--- src/rtl/esdi_sector_decoder.sv ---
// Purpose: ESDI read-field decoder. Hunts the sync mark, checks CRC-16/CCITT,
//          emits header words in parallel and data fields as a byte stream.
// Latency: header word one cycle after the low CRC byte; data bytes trail input by one payload byte.
// Backpressure: s_tready drops only in data fields, when the output register is full and stalled.
//
// Ports:
//   sector_aclk / sector_aresetn          clock, async active-low reset
//   enable                                0 = hold in HUNT, swallow input
//   field_is_data                         field type, sampled on the sync byte
//   s_tvalid/s_tready/s_tdata/s_tlast     byte input from the deserializer
//   m_tvalid/m_tready/m_tdata/m_tlast/m_tuser  data-field byte output, m_tuser = error on last byte
//   hdr_valid/hdr_data/hdr_crc_ok         header word, one-cycle pulse
//   sync_miss_count / crc_err_count       saturating error counters
module esdi_sector_decoder #(
    parameter logic [7:0]  SYNC_BYTE    = 8'h01,
    parameter int          HEADER_BYTES = 4,
    parameter int          DATA_BYTES   = 512,
    parameter logic [15:0] CRC_INIT     = 16'hFFFF
) (
    input  logic                      sector_aclk,
    input  logic                      sector_aresetn,
    input  logic                      enable,
    input  logic                      field_is_data,
    input  logic                      s_tvalid,
    output logic                      s_tready,
    input  logic [7:0]                s_tdata,
    input  logic                      s_tlast,
    output logic                      m_tvalid,
    input  logic                      m_tready,
    output logic [7:0]                m_tdata,
    output logic                      m_tlast,
    output logic                      m_tuser,
    output logic                      hdr_valid,
    output logic [8*HEADER_BYTES-1:0] hdr_data,
    output logic                      hdr_crc_ok,
    output logic [15:0]               sync_miss_count,
    output logic [15:0]               crc_err_count
);
    localparam int HW   = 8 * HEADER_BYTES;
    localparam int MAXN = (DATA_BYTES > HEADER_BYTES) ? DATA_BYTES : HEADER_BYTES;
    localparam int CW   = $clog2(MAXN + 1);
    localparam logic [CW-1:0] HDR_LAST  = CW'(HEADER_BYTES - 1);
    localparam logic [CW-1:0] DATA_LAST = CW'(DATA_BYTES - 1);

    typedef enum logic [2:0] {HUNT, PAYLOAD, CRC_HI, CRC_LO, DRAIN} state_t;

    state_t          state_q, state_d;
    logic [CW-1:0]   cnt_q, cnt_d;
    logic            is_data_q, is_data_d;
    logic [15:0]     crc_q, crc_d;
    logic [7:0]      crc_hi_q, crc_hi_d;
    logic [HW-1:0]   shift_q, shift_d;
    logic [7:0]      pend_q, pend_d;
    logic            pend_vld_q, pend_vld_d;
    logic            m_tvalid_q, m_tvalid_d, m_tlast_q, m_tlast_d, m_tuser_q, m_tuser_d;
    logic [7:0]      m_tdata_q, m_tdata_d;
    logic            hdr_valid_q, hdr_valid_d, hdr_crc_ok_q, hdr_crc_ok_d;
    logic [HW-1:0]   hdr_data_q, hdr_data_d;
    logic [15:0]     miss_q, miss_d, err_q, err_d;

    logic            out_free, data_busy, s_hs;
    logic            miss_inc, fin, fin_err;
    logic [HW+7:0]   shift_cat;
    logic [CW-1:0]   last_idx;

    // One byte of CRC-16/CCITT, MSB first.
    function automatic logic [15:0] crc_byte(input logic [15:0] c, input logic [7:0] d);
        logic [15:0] r;
        r = c ^ {d, 8'h00};
        for (int i = 0; i < 8; i++) begin
            r = r[15] ? ({r[14:0], 1'b0} ^ 16'h1021) : {r[14:0], 1'b0};
        end
        return r;
    endfunction

    assign out_free  = !m_tvalid_q || m_tready;
    // Every data-field byte may need to push something into the output register
    // (pending release, truncation marker, zero-length marker), so the input waits
    // for room whenever a data field is open.
    assign data_busy = is_data_q && (state_q == PAYLOAD || state_q == CRC_HI || state_q == CRC_LO);
    assign s_tready  = sector_aresetn && (!enable || !data_busy || out_free);
    assign s_hs      = s_tvalid && s_tready;
    assign shift_cat = {shift_q, s_tdata};
    assign last_idx  = is_data_q ? DATA_LAST : HDR_LAST;

    always_comb begin
        state_d      = state_q;
        cnt_d        = cnt_q;
        is_data_d    = is_data_q;
        crc_d        = crc_q;
        crc_hi_d     = crc_hi_q;
        shift_d      = shift_q;
        pend_d       = pend_q;
        pend_vld_d   = pend_vld_q;
        m_tvalid_d   = m_tvalid_q && !m_tready;
        m_tdata_d    = m_tdata_q;
        m_tlast_d    = m_tlast_q;
        m_tuser_d    = m_tuser_q;
        hdr_valid_d  = 1'b0;
        hdr_data_d   = hdr_data_q;
        hdr_crc_ok_d = hdr_crc_ok_q;
        miss_inc     = 1'b0;
        fin          = 1'b0;
        fin_err      = 1'b0;

        if (!enable) begin
            state_d    = HUNT;
            pend_vld_d = 1'b0;
        end else if (s_hs) begin
            unique case (state_q)
                HUNT: begin
                    if (s_tlast) begin
                        miss_inc = 1'b1;
                    end else if (s_tdata == SYNC_BYTE) begin
                        state_d    = PAYLOAD;
                        is_data_d  = field_is_data;
                        cnt_d      = '0;
                        crc_d      = CRC_INIT;
                        shift_d    = '0;
                        pend_vld_d = 1'b0;
                    end else if (s_tdata != 8'h00) begin
                        miss_inc = 1'b1;
                        state_d  = DRAIN;
                    end
                end
                PAYLOAD: begin
                    if (s_tlast) begin
                        // A tlast byte here is a truncation marker, not payload.
                        fin     = 1'b1;
                        fin_err = 1'b1;
                    end else begin
                        crc_d = crc_byte(crc_q, s_tdata);
                        cnt_d = cnt_q + CW'(1);
                        if (is_data_q) begin
                            if (pend_vld_q) begin
                                m_tvalid_d = 1'b1;
                                m_tdata_d  = pend_q;
                                m_tlast_d  = 1'b0;
                                m_tuser_d  = 1'b0;
                            end
                            pend_d     = s_tdata;
                            pend_vld_d = 1'b1;
                        end else begin
                            shift_d = shift_cat[HW-1:0];
                        end
                        if (cnt_q == last_idx) state_d = CRC_HI;
                    end
                end
                CRC_HI: begin
                    if (s_tlast) begin
                        fin     = 1'b1;
                        fin_err = 1'b1;
                    end else begin
                        crc_hi_d = s_tdata;
                        state_d  = CRC_LO;
                    end
                end
                CRC_LO: begin
                    fin     = 1'b1;
                    fin_err = (crc_q != {crc_hi_q, s_tdata});
                    state_d = s_tlast ? HUNT : DRAIN;
                end
                DRAIN: begin
                    if (s_tlast) state_d = HUNT;
                end
                default: state_d = HUNT;
            endcase
        end

        if (fin) begin
            if (state_q != CRC_LO) state_d = HUNT;
            if (is_data_q) begin
                // Zero-length truncated data field still closes the stream with a 0x00 byte.
                m_tvalid_d = 1'b1;
                m_tdata_d  = pend_vld_q ? pend_q : 8'h00;
                m_tlast_d  = 1'b1;
                m_tuser_d  = fin_err;
                pend_vld_d = 1'b0;
            end else begin
                hdr_valid_d  = 1'b1;
                hdr_data_d   = shift_q;
                hdr_crc_ok_d = !fin_err;
            end
        end

        miss_d = (miss_inc && miss_q != 16'hFFFF) ? miss_q + 16'd1 : miss_q;
        err_d  = (fin && fin_err && err_q != 16'hFFFF) ? err_q + 16'd1 : err_q;
    end

    always_ff @(posedge sector_aclk or negedge sector_aresetn) begin
        if (!sector_aresetn) begin
            state_q      <= HUNT;
            cnt_q        <= '0;
            is_data_q    <= 1'b0;
            crc_q        <= CRC_INIT;
            crc_hi_q     <= 8'h00;
            shift_q      <= '0;
            pend_q       <= 8'h00;
            pend_vld_q   <= 1'b0;
            m_tvalid_q   <= 1'b0;
            m_tdata_q    <= 8'h00;
            m_tlast_q    <= 1'b0;
            m_tuser_q    <= 1'b0;
            hdr_valid_q  <= 1'b0;
            hdr_data_q   <= '0;
            hdr_crc_ok_q <= 1'b0;
            miss_q       <= 16'h0000;
            err_q        <= 16'h0000;
        end else begin
            state_q      <= state_d;
            cnt_q        <= cnt_d;
            is_data_q    <= is_data_d;
            crc_q        <= crc_d;
            crc_hi_q     <= crc_hi_d;
            shift_q      <= shift_d;
            pend_q       <= pend_d;
            pend_vld_q   <= pend_vld_d;
            m_tvalid_q   <= m_tvalid_d;
            m_tdata_q    <= m_tdata_d;
            m_tlast_q    <= m_tlast_d;
            m_tuser_q    <= m_tuser_d;
            hdr_valid_q  <= hdr_valid_d;
            hdr_data_q   <= hdr_data_d;
            hdr_crc_ok_q <= hdr_crc_ok_d;
            miss_q       <= miss_d;
            err_q        <= err_d;
        end
    end

    assign m_tvalid        = m_tvalid_q;
    assign m_tdata         = m_tdata_q;
    assign m_tlast         = m_tlast_q;
    assign m_tuser         = m_tuser_q;
    assign hdr_valid       = hdr_valid_q;
    assign hdr_data        = hdr_data_q;
    assign hdr_crc_ok      = hdr_crc_ok_q;
    assign sync_miss_count = miss_q;
    assign crc_err_count   = err_q;
endmodule

--- config.mk ---
export PLATFORM = sky130hd
export DESIGN_NAME = esdi_sector_decoder
export DESIGN_NICKNAME = d
export VERILOG_FILES = /design/src/rtl/esdi_sector_decoder.sv
export SDC_FILE = /design/constraint.sdc
export NUM_CORES = 1
export LEC_CHECK = 0
export CORE_MARGIN = 4
export CORE_UTILIZATION = 60
export DETAILED_ROUTE_END_ITERATION = 10
export PLACE_DENSITY = 0.89
export RECOVER_POWER = 100
export SLEW_MARGIN = 20
export SYNTH_ARGS = -nofsm -noshare
export SYNTH_HDL_FRONTEND = slang
export SYNTH_SLANG_ARGS = --single-unit
--- constraint.sdc ---
create_clock -name sector_aclk -period 4.8 [get_ports sector_aclk]
set_input_delay 0.48 -clock sector_aclk [delete_from_list [all_inputs] [get_ports sector_aclk]]
set_output_delay 0.48 -clock sector_aclk [all_outputs]
set_load 0.02 [all_outputs]
==> impl_metrics.ini <==
[route]
wirelength_microns = 17300
drt-initial-drc-count = 592
via_count = 5553
viasPerCell = 5.91
first_pass_iters = 5
ant_nets = 0
drcViolationCount = 0
detail_route.wl_per_cell_microns = 18.4

[layout]
syn_to_final_growth_pct = 21.2
design_area_sq_um = 8610
final_cell_mix = nand2_1 (192), dfrtp_1 (140), dlygate4sd3_1 (80)
diodes = 0
nets = 801
stdcell_count = 939
drive_above_1_share_pct = 9.92
layout_commonest_cell = nand2_1

[grt]
grt_pass1_vias = 5726
grt_usage_pct = 27.0
grt_max_degree = 91
grt_pass1_wl_microns = 28600
overflow = 0
antenna_found_initial = 0

[sta]
holdWs_ps = 114
rsz0062_at_grt = false
post-route-period-util_pct = 74.1
period_minus_slack_ps = 3560
max-slew-margin-rel_pct = -25.6
fin_skew_ps = 10.1
max_slew.worst_pin.slew_ps = 1880
drv_slew = 98
fmaxAchievable_mhz = 281
setup_viol = 0
final_hold_viol_count = 0
tns_ps = 0

[power]
swShare_pct = 25.0
report.power.total_mw = 2.95
p_leak_nw = 4.15
p_sw_mw = 0.740
pwr-share-comb_pct = 6.8
internal_power_mw = 2.21
p_per_area_nw_per_um2 = 343
peakVddDrop_mv = 0.415
seqPwrFrac_pct = 46.6
p_clk_share_pct = 46.6

[clock_tree]
clk_latency_ps = 420
cts_tree = done
cts.sinks = 156
cts_hold_repair.buffers = 0
cts_buffers = 17
cts_buffer_depth = 2
post-cts-setup-buffers = 0
post_cts_resized = 0
clkTransAtPathRegs_ps = 70
htreeDepth = 4
cts-root-buf = clkbuf_16

[synthesis]
muxShareOfSynthArea_pct = 3.45
synth_ff_type = dfrtp_1
synth_top_family_by_area = simple AND/OR/NAND/NOR gates
syn_inst = 696
synth_compound_area_share_pct = 8.15
yosys.area_share.simple_pct = 21.0
synthXorXnorAreaFrac_pct = 8.75
synth_nets = 714
yosys.area.top_type = dfrtp_1
synth_edf_count = 0
yosysTopAreaCellShare_pct = 49.3
synth_seq_cells = 156
yosys_warnings = 0
synth.distinct_cells = 57
synth-seq-area-share_pct = 55.2
synth.avg_cell_area_sq_um = 10.2
synth.area.top_cells = dfrtp_1 (49%), nand2_1 (10%), dfstp_2 (5.9%)
syn-cell-area_sq_um = 7100
synthAdderAreaFrac_pct = 0.669
synth_async_sr_flop_share_pct = 100

[floorplan]
die_w_microns = 117
initial_core_util_pct = 61.7
ios = 93
rows = 39
dieHeight_microns = 117
coreArea_sq_um = 11500
dieArea_sq_um = 13600

[critical_path]
crit_family = compound AO/OA/AOI/OAI gates
start_kind = input pin
crit_arrival_ps = 3900
path_max_fanout = 10
cpPeakStageDelay_ps = 1210
endpoint_kind = register
worstPathRequired_ps = 5150
crit_chain = dlygate4sd3_1 > and4b_1 > o31a_1 > nand3_1 > a21boi_0 > a22o_1
critPathKind = in2reg
cp_slowest_cell = a21boi_0
path_buf_inv = 1

[place]
gp_congestion = 0.895
dp_cells = 907
dp.final_hpwl_microns = 11100
post_dp_cell_area_sq_um = 8080
place.port_buffers = 92

[run_status]
status = complete, but fails checks
violations = max-capacitance violations, max-slew violations

[job]
drv_cap = 2

[hold_path]
min_path_type = in2async
-- path summary, 6_finish.rpt --
check / startpoint / end / slack (ps) / depth (start not counted)
min reg2reg: hdr_data[27] / hdr_data[27] / 470 / 2
min: sector_aresetn / sync_miss_count[4] / 110 / 1
max: s_tlast / m_tdata[0] / 1240 / 6
max in group asynchronous: sector_aresetn / sync_miss_count[11] / 2470 / 2
min in group sector_aclk: hdr_data[27] / hdr_data[27] / 470 / 2
max reg2reg: state_q[0] / m_tdata[0] / 1300 / 5
-- routing by layer --
layer  vias up  track usage, %  part of all wire (%)
met1      2734            34.4                    40
met2       237            45.5                    52
met3        41            6.27                   6.3
met4         0            9.71                   2.0
met5         -               0                     0
li1       2541               -                     -
-- registers in the layout, indices dropped and copies added (netlist names), 3 cells and up --
name / flops
hdr_data: 32
shift_q: 32
sync_miss_count: 16
pend_q: 8
state_q: 3
crc_err_count: 16
crc_q: 16
cnt_q: 10
m_tdata: 8
crc_hi_q: 8
-- cells in the mapped netlist, types with 10 or more instances --
master,number
a21oi_1,19
buf_2,15
dfrtp_1,140
dfstp_2,16
mux2_2,20
nand2_1,192
nand3_1,28
nand4_1,18
nor2_1,26
o21ai_0,10
o21ai_1,33
xnor2_1,45
xor2_1,26
-- cell families (layout without fill, tap and decap cells) --
family,after synthesis,count (layout)
AOI/OAI and AO/OA,91,91
DFF,156,156
adders and majority gates,4,4
and+or+nand+nor,317,317
muxes,22,22
xor gates and xnor gates,71,71
buffers and inverters,35,135
-- stage by stage --
| step | util [%] | setup slack (ps) |
|---|---|---|
| after floorplan | - | 2920 |
| after global placement | 70.2 | 1950 |
| after detailed placement | 70.2 | 1860 |
| after CTS | 75.4 | 2140 |
| after global routing | 74.7 | 998 |
| final | 74.7 | 1240 |
-- area by class of cell --
| class | instances | area, sq um |
|---|---|---|
| Fill cell | 750 | 2910 |
| Sequential cell | 156 | 3920 |
| Tap cell | 143 | 179 |
| Clock buffer | 18 | 429 |
| Inverter | 6 | 22.5 |
| Timing Repair Buffer | 97 | 953 |
| Clock inverter | 14 | 174 |
| Multi-Input combinational cell | 505 | 2930 |
-- power by group through the flow --
| stage | clock, mW | combinational (mW) | sequential [mW] |
|---|---|---|---|
| 2_1_floorplan | 0 | 0.0883 | 1.41 |
| 3_3_place_gp | 0 | 0.200 | 1.40 |
| 3_5_place_dp | 0 | 0.209 | 1.40 |
| 4_1_cts | 1.39 | 0.210 | 1.38 |
| 5_1_grt | 1.45 | 0.218 | 1.38 |
| 6_report | 1.38 | 0.201 | 1.38 |
Note: power is estimated with default switching activity, not from simulation.
